--- config.mk ---
export PLATFORM = sky130hd
export DESIGN_NAME = serial_addsub
export DESIGN_NICKNAME = d
export VERILOG_FILES = /design/src/rtl/serial_addsub.sv
export SDC_FILE = /design/constraint.sdc
export NUM_CORES = 1
export LEC_CHECK = 0
export CORE_UTILIZATION = 51
export CTS_CLUSTER_SIZE = 40
export DETAILED_ROUTE_END_ITERATION = 8
export PLACE_DENSITY = 0.91
export SKIP_CTS_REPAIR_TIMING = 1
export SLEW_MARGIN = 20
export SYNTH_ARGS = -nofsm -noshare
export SYNTH_HDL_FRONTEND = slang
export SYNTH_SLANG_ARGS = --single-unit
--- constraint.sdc ---
create_clock -name clk -period 5.6 [get_ports clk]
set_clock_uncertainty 0.1 [all_clocks]
set_input_delay 1.12 -clock clk [delete_from_list [all_inputs] [get_ports clk]]
set_output_delay 1.12 -clock clk [all_outputs]
set_load 0.005 [all_outputs]
--- src/rtl/serial_addsub.sv ---
// Chunk-serial add/subtract with valid/ready handshakes and status flags.
// Define SERIAL_ADDSUB_SAT_EN to build the signed saturation path.
module serial_addsub #(
  parameter int WIDTH = 32,
  parameter int CHUNK = 8
) (
  input  logic             clk,
  input  logic             rst,
  input  logic             in_valid,
  output logic             in_ready,
  input  logic [WIDTH-1:0] a,
  input  logic [WIDTH-1:0] b,
  input  logic             c_in,
  input  logic             sub,
  input  logic             sat,
  output logic             out_valid,
  input  logic             out_ready,
  output logic [WIDTH-1:0] result,
  output logic             carry,
  output logic             overflow,
  output logic             zero,
  output logic             negative
);

  localparam int N  = WIDTH / CHUNK;
  localparam int IW = (N > 1) ? $clog2(N) : 1;

  localparam logic [1:0] IDLE = 2'd0;
  localparam logic [1:0] RUN  = 2'd1;
  localparam logic [1:0] DONE = 2'd2;

  logic [1:0]       state_q, state_d;
  logic [WIDTH-1:0] a_q, b_q;
  logic             cin_q, sub_q;
  logic [IW-1:0]    idx_q;
  logic             cy_q;
  logic [WIDTH-1:0] res_q;
  logic             carry_q, ovf_q, zero_q, neg_q;

  logic [CHUNK-1:0] a_ch, b_ch, b_x;
  logic             cy_i;
  logic [CHUNK:0]   sum;
  logic             c_msb, ovf_d, last;
  logic [WIDTH-1:0] res_mod, res_fin;

`ifdef SERIAL_ADDSUB_SAT_EN
  logic sat_q;
`else
  logic unused_sat;
  assign unused_sat = sat;
`endif

  assign in_ready  = (state_q == IDLE);
  assign out_valid = (state_q == DONE);
  assign result    = res_q;
  assign carry     = carry_q;
  assign overflow  = ovf_q;
  assign zero      = zero_q;
  assign negative  = neg_q;

  assign last = (idx_q == IW'(N - 1));

  // One CHUNK-wide slice serves every chunk position.
  always_comb begin
    a_ch = '0;
    b_ch = '0;
    for (int j = 0; j < N; j++) begin
      if (idx_q == IW'(j)) begin
        a_ch = a_q[j*CHUNK +: CHUNK];
        b_ch = b_q[j*CHUNK +: CHUNK];
      end
    end
    b_x   = sub_q ? ~b_ch : b_ch;
    cy_i  = (idx_q == '0) ? (sub_q ^ cin_q) : cy_q;
    sum   = {1'b0, a_ch} + {1'b0, b_x} + {{CHUNK{1'b0}}, cy_i};
    c_msb = sum[CHUNK-1] ^ a_ch[CHUNK-1] ^ b_x[CHUNK-1];
    ovf_d = c_msb ^ sum[CHUNK];
  end

  always_comb begin
    res_mod = res_q;
    for (int j = 0; j < N; j++) begin
      if (idx_q == IW'(j)) begin
        res_mod[j*CHUNK +: CHUNK] = sum[CHUNK-1:0];
      end
    end
    res_fin = res_mod;
`ifdef SERIAL_ADDSUB_SAT_EN
    // On overflow the true sign always equals A's sign.
    if (sat_q && ovf_d) begin
      res_fin = a_q[WIDTH-1] ? {1'b1, {(WIDTH-1){1'b0}}}
                             : {1'b0, {(WIDTH-1){1'b1}}};
    end
`endif
  end

  always_comb begin
    state_d = state_q;
    unique case (state_q)
      IDLE:    if (in_valid) state_d = RUN;
      RUN:     if (last) state_d = DONE;
      DONE:    if (out_ready) state_d = IDLE;
      default: state_d = IDLE;
    endcase
  end

  always_ff @(posedge clk) begin
    if (rst) begin
      state_q <= IDLE;
      a_q     <= '0;
      b_q     <= '0;
      cin_q   <= 1'b0;
      sub_q   <= 1'b0;
      idx_q   <= '0;
      cy_q    <= 1'b0;
      res_q   <= '0;
      carry_q <= 1'b0;
      ovf_q   <= 1'b0;
      zero_q  <= 1'b1;
      neg_q   <= 1'b0;
`ifdef SERIAL_ADDSUB_SAT_EN
      sat_q   <= 1'b0;
`endif
    end else begin
      state_q <= state_d;
      if (state_q == IDLE && in_valid) begin
        a_q   <= a;
        b_q   <= b;
        cin_q <= c_in;
        sub_q <= sub;
        idx_q <= '0;
        cy_q  <= 1'b0;
`ifdef SERIAL_ADDSUB_SAT_EN
        sat_q <= sat;
`endif
      end
      if (state_q == RUN) begin
        cy_q <= sum[CHUNK];
        if (last) begin
          idx_q   <= '0;
          res_q   <= res_fin;
          carry_q <= sum[CHUNK];
          ovf_q   <= ovf_d;
          zero_q  <= (res_fin == '0);
          neg_q   <= res_fin[WIDTH-1];
        end else begin
          idx_q <= idx_q + 1'b1;
          res_q <= res_mod;
        end
      end
    end
  end

endmodule

==> results of run 1 <==
state kept, by name, indices dropped and copies added (netlist names):
| register | flops |
|---|---|
| state_q | 2 |
| a_q | 32 |
| carry | 1 |
| b_q | 32 |
| sub_q | 1 |
| cy_q | 1 |
| result | 32 |
| overflow | 1 |
| cin_q | 1 |
| zero | 1 |
| idx_q | 2 |
| negative | 1 |
routing by layer:
layer	up-vias	GRT usage [%]	share of wire, %
met2	227	44.6	48
met4	0	12.1	2.4
li1	2512	-	-
met1	2328	33.2	43
met3	28	3.15	6.9
met5	-	0	0
worst reg2reg max path: cells and delay by family (launching register included):
kind / cells / cell delay [ps]
AOI/OAI and AO/OA: 8 / 1750
adders and majority gates: 3 / 1130
buffers and inverters: 3 / 540
xor gates and xnor gates: 1 / 490
DFF: 1 / 350
and+or+nand+nor: 4 / 350
layout make-up:
| class | instances | area [µm²] |
|---|---|---|
| Fill cell | 839 | 3390 |
| Multi-Input combinational cell | 540 | 2770 |
| Sequential cell | 107 | 2140 |
| Timing Repair Buffer | 111 | 1100 |
| Tap cell | 133 | 166 |
| Clock buffer | 10 | 128 |
| Clock inverter | 6 | 50.0 |
| Inverter | 8 | 30.0 |
worst max-delay path by stage:
stage,end,slack (ps),cells after the start
6_report,zero,790,19
5_1_grt,zero,410,19
2_1_floorplan,zero,1500,20
3_3_place_gp,zero,1050,18
4_1_cts,zero,840,19
3_5_place_dp,zero,890,19
cell usage after synthesis, drive strengths merged, types with 3 or more instances:
master,n
nor2b,4
nand2b,3
o31ai,4
or2,3
xor2,7
inv,8
xnor2,8
nand2,219
a211oi,12
buf,12
o211ai,4
o21ai,24
clkbuf,39
dfxtp,107
a21oi,128
nor3,3
nor4,5
o2111ai,3
nor2,60
and2,6
ha,11
per-stage QoR:
| stage | hold WS [ps] | instance area, µm² | total power [µW] |
|---|---|---|---|
| 2_1_floorplan | 336 | 5130 | 1050 |
| 3_3_place_gp | 344 | 6200 | 1170 |
| 3_5_place_dp | 347 | 6200 | 1180 |
| 4_1_cts | 360 | 6380 | 1610 |
| 5_1_grt | 376 | 6380 | 1680 |
| 6_report | 358 | 6380 | 1610 |
cell families after synthesis:
group	count (synthesis)	synth area share (%)
xor gates and xnor gates	16	3.05
buffers and inverters	59	4.51
DFF	107	41.7
adders and majority gates	13	3.46
and+or+nand+nor	312	24.5
muxes	2	0.390
AOI/OAI and AO/OA	197	22.4
power breakdown:
| group | internal [µW] | switching, µW | total [µW] |
|---|---|---|---|
| combinational | 150 | 200 | 350 |
| sequential | 797 | 23.7 | 820 |
| clock | 168 | 274 | 441 |
==> results.cfg, run 1 <==
[synthesis]
yosys_warnings = 0
syn_area_um2 = 5130
async_flop_share_pct = 0
synthFlopType = dfxtp_1
synth_area_leaders = dfxtp_1, nand2_1, a21oi_1
synth_top_area_share_pct = 41.7
avgSynthCellArea_um2 = 7.27
synthesis.nets = 790
syn_inst = 706
yosys.area.top_type = dfxtp_1
yosysUniqueCellTypes = 54
synth_edf_count = 0
synth-seq-area-share_pct = 41.7
ys_ff_latch = 107

[pwr]
p_leak_uw = 0.00231
peakVddDrop_mv = 0.131
powerDensity_nw_per_um2 = 253

[cells_and_area]
syn_to_final_growth_pct = 24.3
antenna_cells = 0
layout_commonest_cell = nand2_1
final_layout_size_suffix_gt1_share_pct = 4.48
final_cells = 915
final_util_pct = 65.3
nNetsFinal = 861
layout_common_cells = nand2_1, a21oi_1, dfxtp_1

[placed_design]
placed_cells = 899
portBuffers = 107
dpl_worst_slack_ps = 888
finalWeightedCongestion = 0.853
hpwlAfterDp_mm = 9.51

[flow_run]
drv_cap = 0

[global_route]
grt_util_all_layers_pct = 26.2
antenna_found_initial = 0
grt_pass1_vias = 4560
grt_first_pass_wirelength_mm = 21.2
grt_overflow_total = 0
grt_max_degree = 108

[worst_setup_path]
crit_buf_inv = 3
cp_top_family = compound AO/OA/AOI/OAI gates
ff2ff_path_depth = 19
r2r_slack_ps = 790
arrival_ps = 4980
worstPathRequired_ps = 5770
crit_start = idx_q[1]
path_cells = inv_1 > ha_1 > buf_4 > nor2_1 > a21oi_1 > nor2_1 > a21oi_1 > nor2_1 > a21oi_1 > fa_1 > inv_1 > fa_1 > a211oi_1 > nor2_1 > xor2_1 > o21ai_0 > a32oi_1 > a2111oi_2 > a221o_2
cp-end-kind = flip-flop
r2r_start = idx_q[1]
cp-start-kind = flip-flop
critical_path_class = flip-flop to flip-flop
cp_slowest_cell = ha_1
worstPathMaxFanout = 24
cpMostUsedCell = nor2_1
regToRegEndpoint = zero
crit_path_max_incr_delay_ps = 500

[cts]
clock_path_buffers = 2
root_buffer = clkbuf_8
cts_max_level = 3
cts_tree = built
clk_latency_ps = 380
clk_pin_slew_worst_paths_ps = 100
cts.sinks = 107
cts_buffers = 9

[floorplanning]
rows = 36
die_area_um2 = 10500
ios = 109
fp.dieH_um = 102
die_w_um = 102
initial_utilization_pct = 52.5
core_area_um2 = 9770

[status]
status = finished, final reports clean

[sta]
slew_headroom_pct = 29.8
min_period_ps = 4810
worst_slew_pin_slew_ps = 1050
grt_setup_unrepaired = false
final.period_utilization_pct = 86.0
setup_viol = 0
tns_ps = 0
hold_viol = 0
setup_slack_ps = 786
slew_violations = 0
fmax_mhz = 208

[detailed_routing]
wire_per_inst_um = 14.4
drtIter0Drc = 286
drcViolationCount = 0
vias_per_cell = 5.57
ant_nets = 0
firstDrtPassIters = 5
num_vias = 5095
wl_mm = 13.2

[hold_path]
hold_path_class = flip-flop to flip-flop
worstHoldStart = a_q[18]
hold_end = a_q[18]
whs_path_depth = 2
Power figures use the tool's default switching activity.
==> inputs of run 2 (changes only) <==
--- a/config.mk
+++ b/config.mk
@@ -5,10 +5,11 @@
 export SDC_FILE = /design/constraint.sdc
 export NUM_CORES = 1
 export LEC_CHECK = 0
-export CORE_UTILIZATION = 51
+export CORE_UTILIZATION = 60
 export CTS_CLUSTER_SIZE = 40
 export DETAILED_ROUTE_END_ITERATION = 8
-export PLACE_DENSITY = 0.91
+export DONT_BUFFER_PORTS = 1
+export PLACE_DENSITY = 0.87
 export SKIP_CTS_REPAIR_TIMING = 1
 export SLEW_MARGIN = 20
 export SYNTH_ARGS = -nofsm -noshare
==> run 2 against run 1 <==
  * Highest routed layer unchanged
  * Critical endpoint unchanged
  * Final cell count shrank 14%
  * Combinational power fell by 21%
  * Flip-flop and latch count did not move
==> results.cfg, run 2 (same netlist as run 1, synthesis figures left out) <==
[cts]
clock_path_buffers = 2
cts_buffers = 9
cts.sinks = 107
root_buffer = clkbuf_8
cts_max_level = 3
clk_pin_slew_worst_paths_ps = 100
cts_tree = built
clk_latency_ps = 370

[cells_and_area]
layout_commonest_cell = nand2_1
antenna_cells = 0
syn_to_final_growth_pct = 3.29
final_layout_size_suffix_gt1_share_pct = 5.46
layout_common_cells = nand2_1, a21oi_1, dfxtp_1
final_cells = 783
nNetsFinal = 757
n_fill_cell = 718

[worst_setup_path]
worstPathRequired_ps = 5760
regToRegEndpoint = zero
cp-start-kind = flip-flop
ff2ff_path_depth = 17
critical_path_class = flip-flop to flip-flop
r2r_slack_ps = 710
cp-end-kind = flip-flop
r2r_start = idx_q[0]
worstPathMaxFanout = 24
arrival_ps = 5050

[global_route]
grt_util_all_layers_pct = 27.2
grt_first_pass_wirelength_mm = 19.1
grt_pass1_vias = 4129
antenna_found_initial = 0
grt_overflow_total = 0
grt_max_degree = 108

[floorplanning]
initial_utilization_pct = 62.2
fp.dieH_um = 94.5
die_w_um = 94.5
rows = 33
core_area_um2 = 8260
ios = 109
die_area_um2 = 8930

[hold_path]
whs_path_depth = 2
hold_end = a_q[17]
hold_path_class = flip-flop to flip-flop
worstHoldStart = a_q[17]

[pwr]
total_power_uw = 1530
powerDensity_nw_per_um2 = 289
p_leak_uw = 0.00192
peakVddDrop_mv = 0.157

[sta]
setup_viol = 0
final.period_utilization_pct = 87.3
slew_headroom_pct = 38.6
fmax_mhz = 204
grt_setup_unrepaired = false
slew_violations = 0
setup_slack_ps = 709
hold_viol = 0
tns_ps = 0
min_period_ps = 4890
worst_slew_pin_slew_ps = 921

[placed_design]
hpwlAfterDp_mm = 8.53
portBuffers = 0
placed_cells = 767
dpl_worst_slack_ps = 788
finalWeightedCongestion = 0.862

[detailed_routing]
vias_per_cell = 5.93
drcViolationCount = 0
drtIter0Drc = 281
ant_nets = 0
num_vias = 4640
wl_mm = 12.1
firstDrtPassIters = 5
wire_per_inst_um = 15.4

[flow_run]
drv_cap = 0

[status]
status = finished, final reports clean
## run 2: metal layers
| layer | GRT usage (%) | routed length, µm |
|---|---|---|
| met5 | 0 | 0 |
| met4 | 10.5 | 258 |
| met3 | 4.59 | 867 |
| met2 | 45.2 | 5650 |
| met1 | 35.3 | 5310 |
## run 2: power breakdown
| part | internal [µW] | leakage [µW] | switching (µW) |
|---|---|---|---|
| Sequential | 797 | 0.000873 | 24.8 |
| Combinational | 101 | 0.000965 | 175 |
| Clock | 167 | 0.0000848 | 270 |
## run 2: worst max-delay path by stage
stage          endpoint  slack [ps]  depth (start not counted)      from
3_3_place_gp       zero         880                         17  idx_q[0]
3_5_place_dp       zero         790                         17  idx_q[0]
2_1_floorplan      zero        1500                         20  idx_q[1]
4_1_cts            zero         750                         17  idx_q[0]
5_1_grt            zero         340                         17  idx_q[0]
6_report           zero         710                         17  idx_q[0]
## run 2: metrics by stage
step	cell area (µm²)	hold slack (ps)	utilization, %
global route	5300	377	64.2
detailed placement	5120	343	62.0
floorplan	5130	336	-
CTS	5300	358	64.2
finish	5300	359	64.2
global placement	5120	337	62.0
## run 2: worst max-delay path, cell delays in order, from the launching register on
cell	delay [ps]
dfxtp_1	420
ha_1	750
nor2_1	110
a21oi_1	140
nor2_1	60
a21oi_1	160
o21ai_0	130
xnor2_1	210
fa_1	220
inv_1	60
fa_1	410
a211oi_1	390
nor2_1	150
xor2_1	560
o21ai_0	190
a32oi_1	230
a2111oi_2	80
a221o_2	400
## run 2: layout make-up
| class | instances | area (µm²) | area share [%] |
|---|---|---|---|
| clock buffers | 10 | 128 | 2.41 |
| well taps | 105 | 131 | 2.48 |
| multi-input cells | 540 | 2770 | 52.3 |
| clock inverters | 6 | 48.8 | 0.920 |
| repair buffers | 7 | 52.6 | 0.991 |
| flip-flops and latches | 107 | 2140 | 40.4 |
| inverters | 8 | 30.0 | 0.566 |
==> inputs of run 3 (changes only) <==
--- a/config.mk
+++ b/config.mk
@@ -5,11 +5,11 @@
 export SDC_FILE = /design/constraint.sdc
 export NUM_CORES = 1
 export LEC_CHECK = 0
-export CORE_UTILIZATION = 60
+export CORE_UTILIZATION = 63
 export CTS_CLUSTER_SIZE = 40
 export DETAILED_ROUTE_END_ITERATION = 8
 export DONT_BUFFER_PORTS = 1
-export PLACE_DENSITY = 0.87
+export PLACE_DENSITY = 0.9
 export SKIP_CTS_REPAIR_TIMING = 1
 export SLEW_MARGIN = 20
 export SYNTH_ARGS = -nofsm -noshare
==> run 3 against run 2 <==
  * Worst setup slack better by 150 ps
  * Maximum frequency is 3.3% higher
  * Clock power is 24% higher
  * Wire length is 0.25% higher
  * Critical path type unchanged
  * Critical endpoint unchanged
  * Final area is 1.0% higher
  * Non-clock buffer count is 2 lower
  * First-iteration DRC count is 17% higher
  * Worst hold slack worse by 3.0 ps
==> results.cfg, run 3 (same netlist as run 1, synthesis figures left out) <==
[worst_setup_path]
r2r_slack_ps = 860
worstPathRequired_ps = 5770
worstPathMaxFanout = 18
critical_path_class = flip-flop to flip-flop
cp-start-kind = flip-flop
arrival_ps = 4900
cp-end-kind = flip-flop
ff2ff_path_depth = 18

[global_route]
use_met1_pct = 38.9
antenna_found_initial = 0
grt_first_pass_wirelength_mm = 19.9
grt_util_all_layers_pct = 29.4
grt_pass1_vias = 4265
use_met2_pct = 47.4
grtUsageMet3_pct = 6.47
grt.busiest_layer = met2
grt_overflow_total = 0
grt_max_degree = 108

[detailed_routing]
ant_nets = 0
drtIter0Drc = 330
drcViolationCount = 0
wire_per_inst_um = 15.6
wl_mm = 12.1
firstDrtPassIters = 5
num_vias = 4592
vias_per_cell = 5.90

[sta]
hold_viol = 0
min_period_ps = 4740
final.period_utilization_pct = 84.6
grt_setup_unrepaired = false
slew_violations = 0
setup_viol = 0
tns_ps = 0
worst_slew_pin_slew_ps = 911
slew_headroom_pct = 38.9
fmax_mhz = 211

[cells_and_area]
antenna_cells = 0
nNetsFinal = 755
layout_common_cells = nand2_1, a21oi_1, dfxtp_1
final_area_um2 = 5360
layout_commonest_cell = nand2_1
final_util_pct = 68.6
final_layout_size_suffix_gt1_share_pct = 5.33
syn_to_final_growth_pct = 4.36

[cts]
cts_max_level = 3
clk_latency_ps = 380
clk_pin_slew_worst_paths_ps = 110
cts_buffers = 9
cts.sinks = 107
root_buffer = clkbuf_8
clock_path_buffers = 2
cts_tree = built

[pwr]
powerDensity_nw_per_um2 = 306
p_leak_uw = 0.00195
peakVddDrop_mv = 0.207

[status]
status = finished, final reports clean

[placed_design]
hpwlAfterDp_mm = 8.59
postPlaceCellArea_um2 = 5090
finalWeightedCongestion = 0.908
portBuffers = 0

[hold_path]
whs_path_depth = 2
hold_path_class = flip-flop to flip-flop

[floorplanning]
fp.dieH_um = 92.3
die_area_um2 = 8520
die_w_um = 92.3
initial_utilization_pct = 65.8
ios = 109
core_area_um2 = 7810
rows = 32

[flow_run]
drv_cap = 0
[run 3: metrics by stage]
stage          power, µW  instances  setup WS, ps  hold slack (ps)
2_1_floorplan       1050        706          1500              336
3_3_place_gp        1100        761          1060              339
3_5_place_dp        1110        761           951              342
4_1_cts             1630        777           928              358
5_1_grt             1720        778           460              380
6_report            1640        778           864              356
[run 3: power by group]
part | total, µW | internal, µW | leakage, µW | switching [µW]
logic | 277 | 99.4 | 0.000961 | 178
clock network | 543 | 270 | 0.000119 | 273
registers | 822 | 797 | 0.000873 | 25.1
[run 3: cell type report]
type / count / area [µm²]
Clock buffer: 10 / 138
Clock inverter: 6 / 93.8
Fill cell: 645 / 2450
Inverter: 8 / 30.0
Multi-Input combinational cell: 540 / 2770
Sequential cell: 107 / 2140
Tap cell: 102 / 128
Timing Repair Buffer: 5 / 57.6
[run 3: routing by layer]
layer	wire (µm)	share of wire, %	vias to the layer above
li1	-	-	2297
met3	967	8.0	21
met4	199	1.6	0
met5	0	0	-
met2	5550	46	177
met1	5400	45	2097
[run 3: critical path, cell delays in order (launching register included)]
cell       delay [ps]
dfxtp_1           360
inv_1              90
ha_1              570
nor2_1            120
a21oi_1           160
nor2_1             70
a21oi_1           150
o21ai_0           130
xnor2_1           230
fa_1              230
inv_1              60
fa_1              400
a211oi_1          380
nor2_1            150
xor2_1            530
o21ai_0           200
a32oi_1           220
a2111oi_2          70
a221o_2           390
[run 3: final timing paths]
path	start	to
max	idx_q[1]	zero
min	a_q[17]	a_q[17]
min reg2reg	a_q[17]	a_q[17]
max reg2reg	idx_q[1]	zero
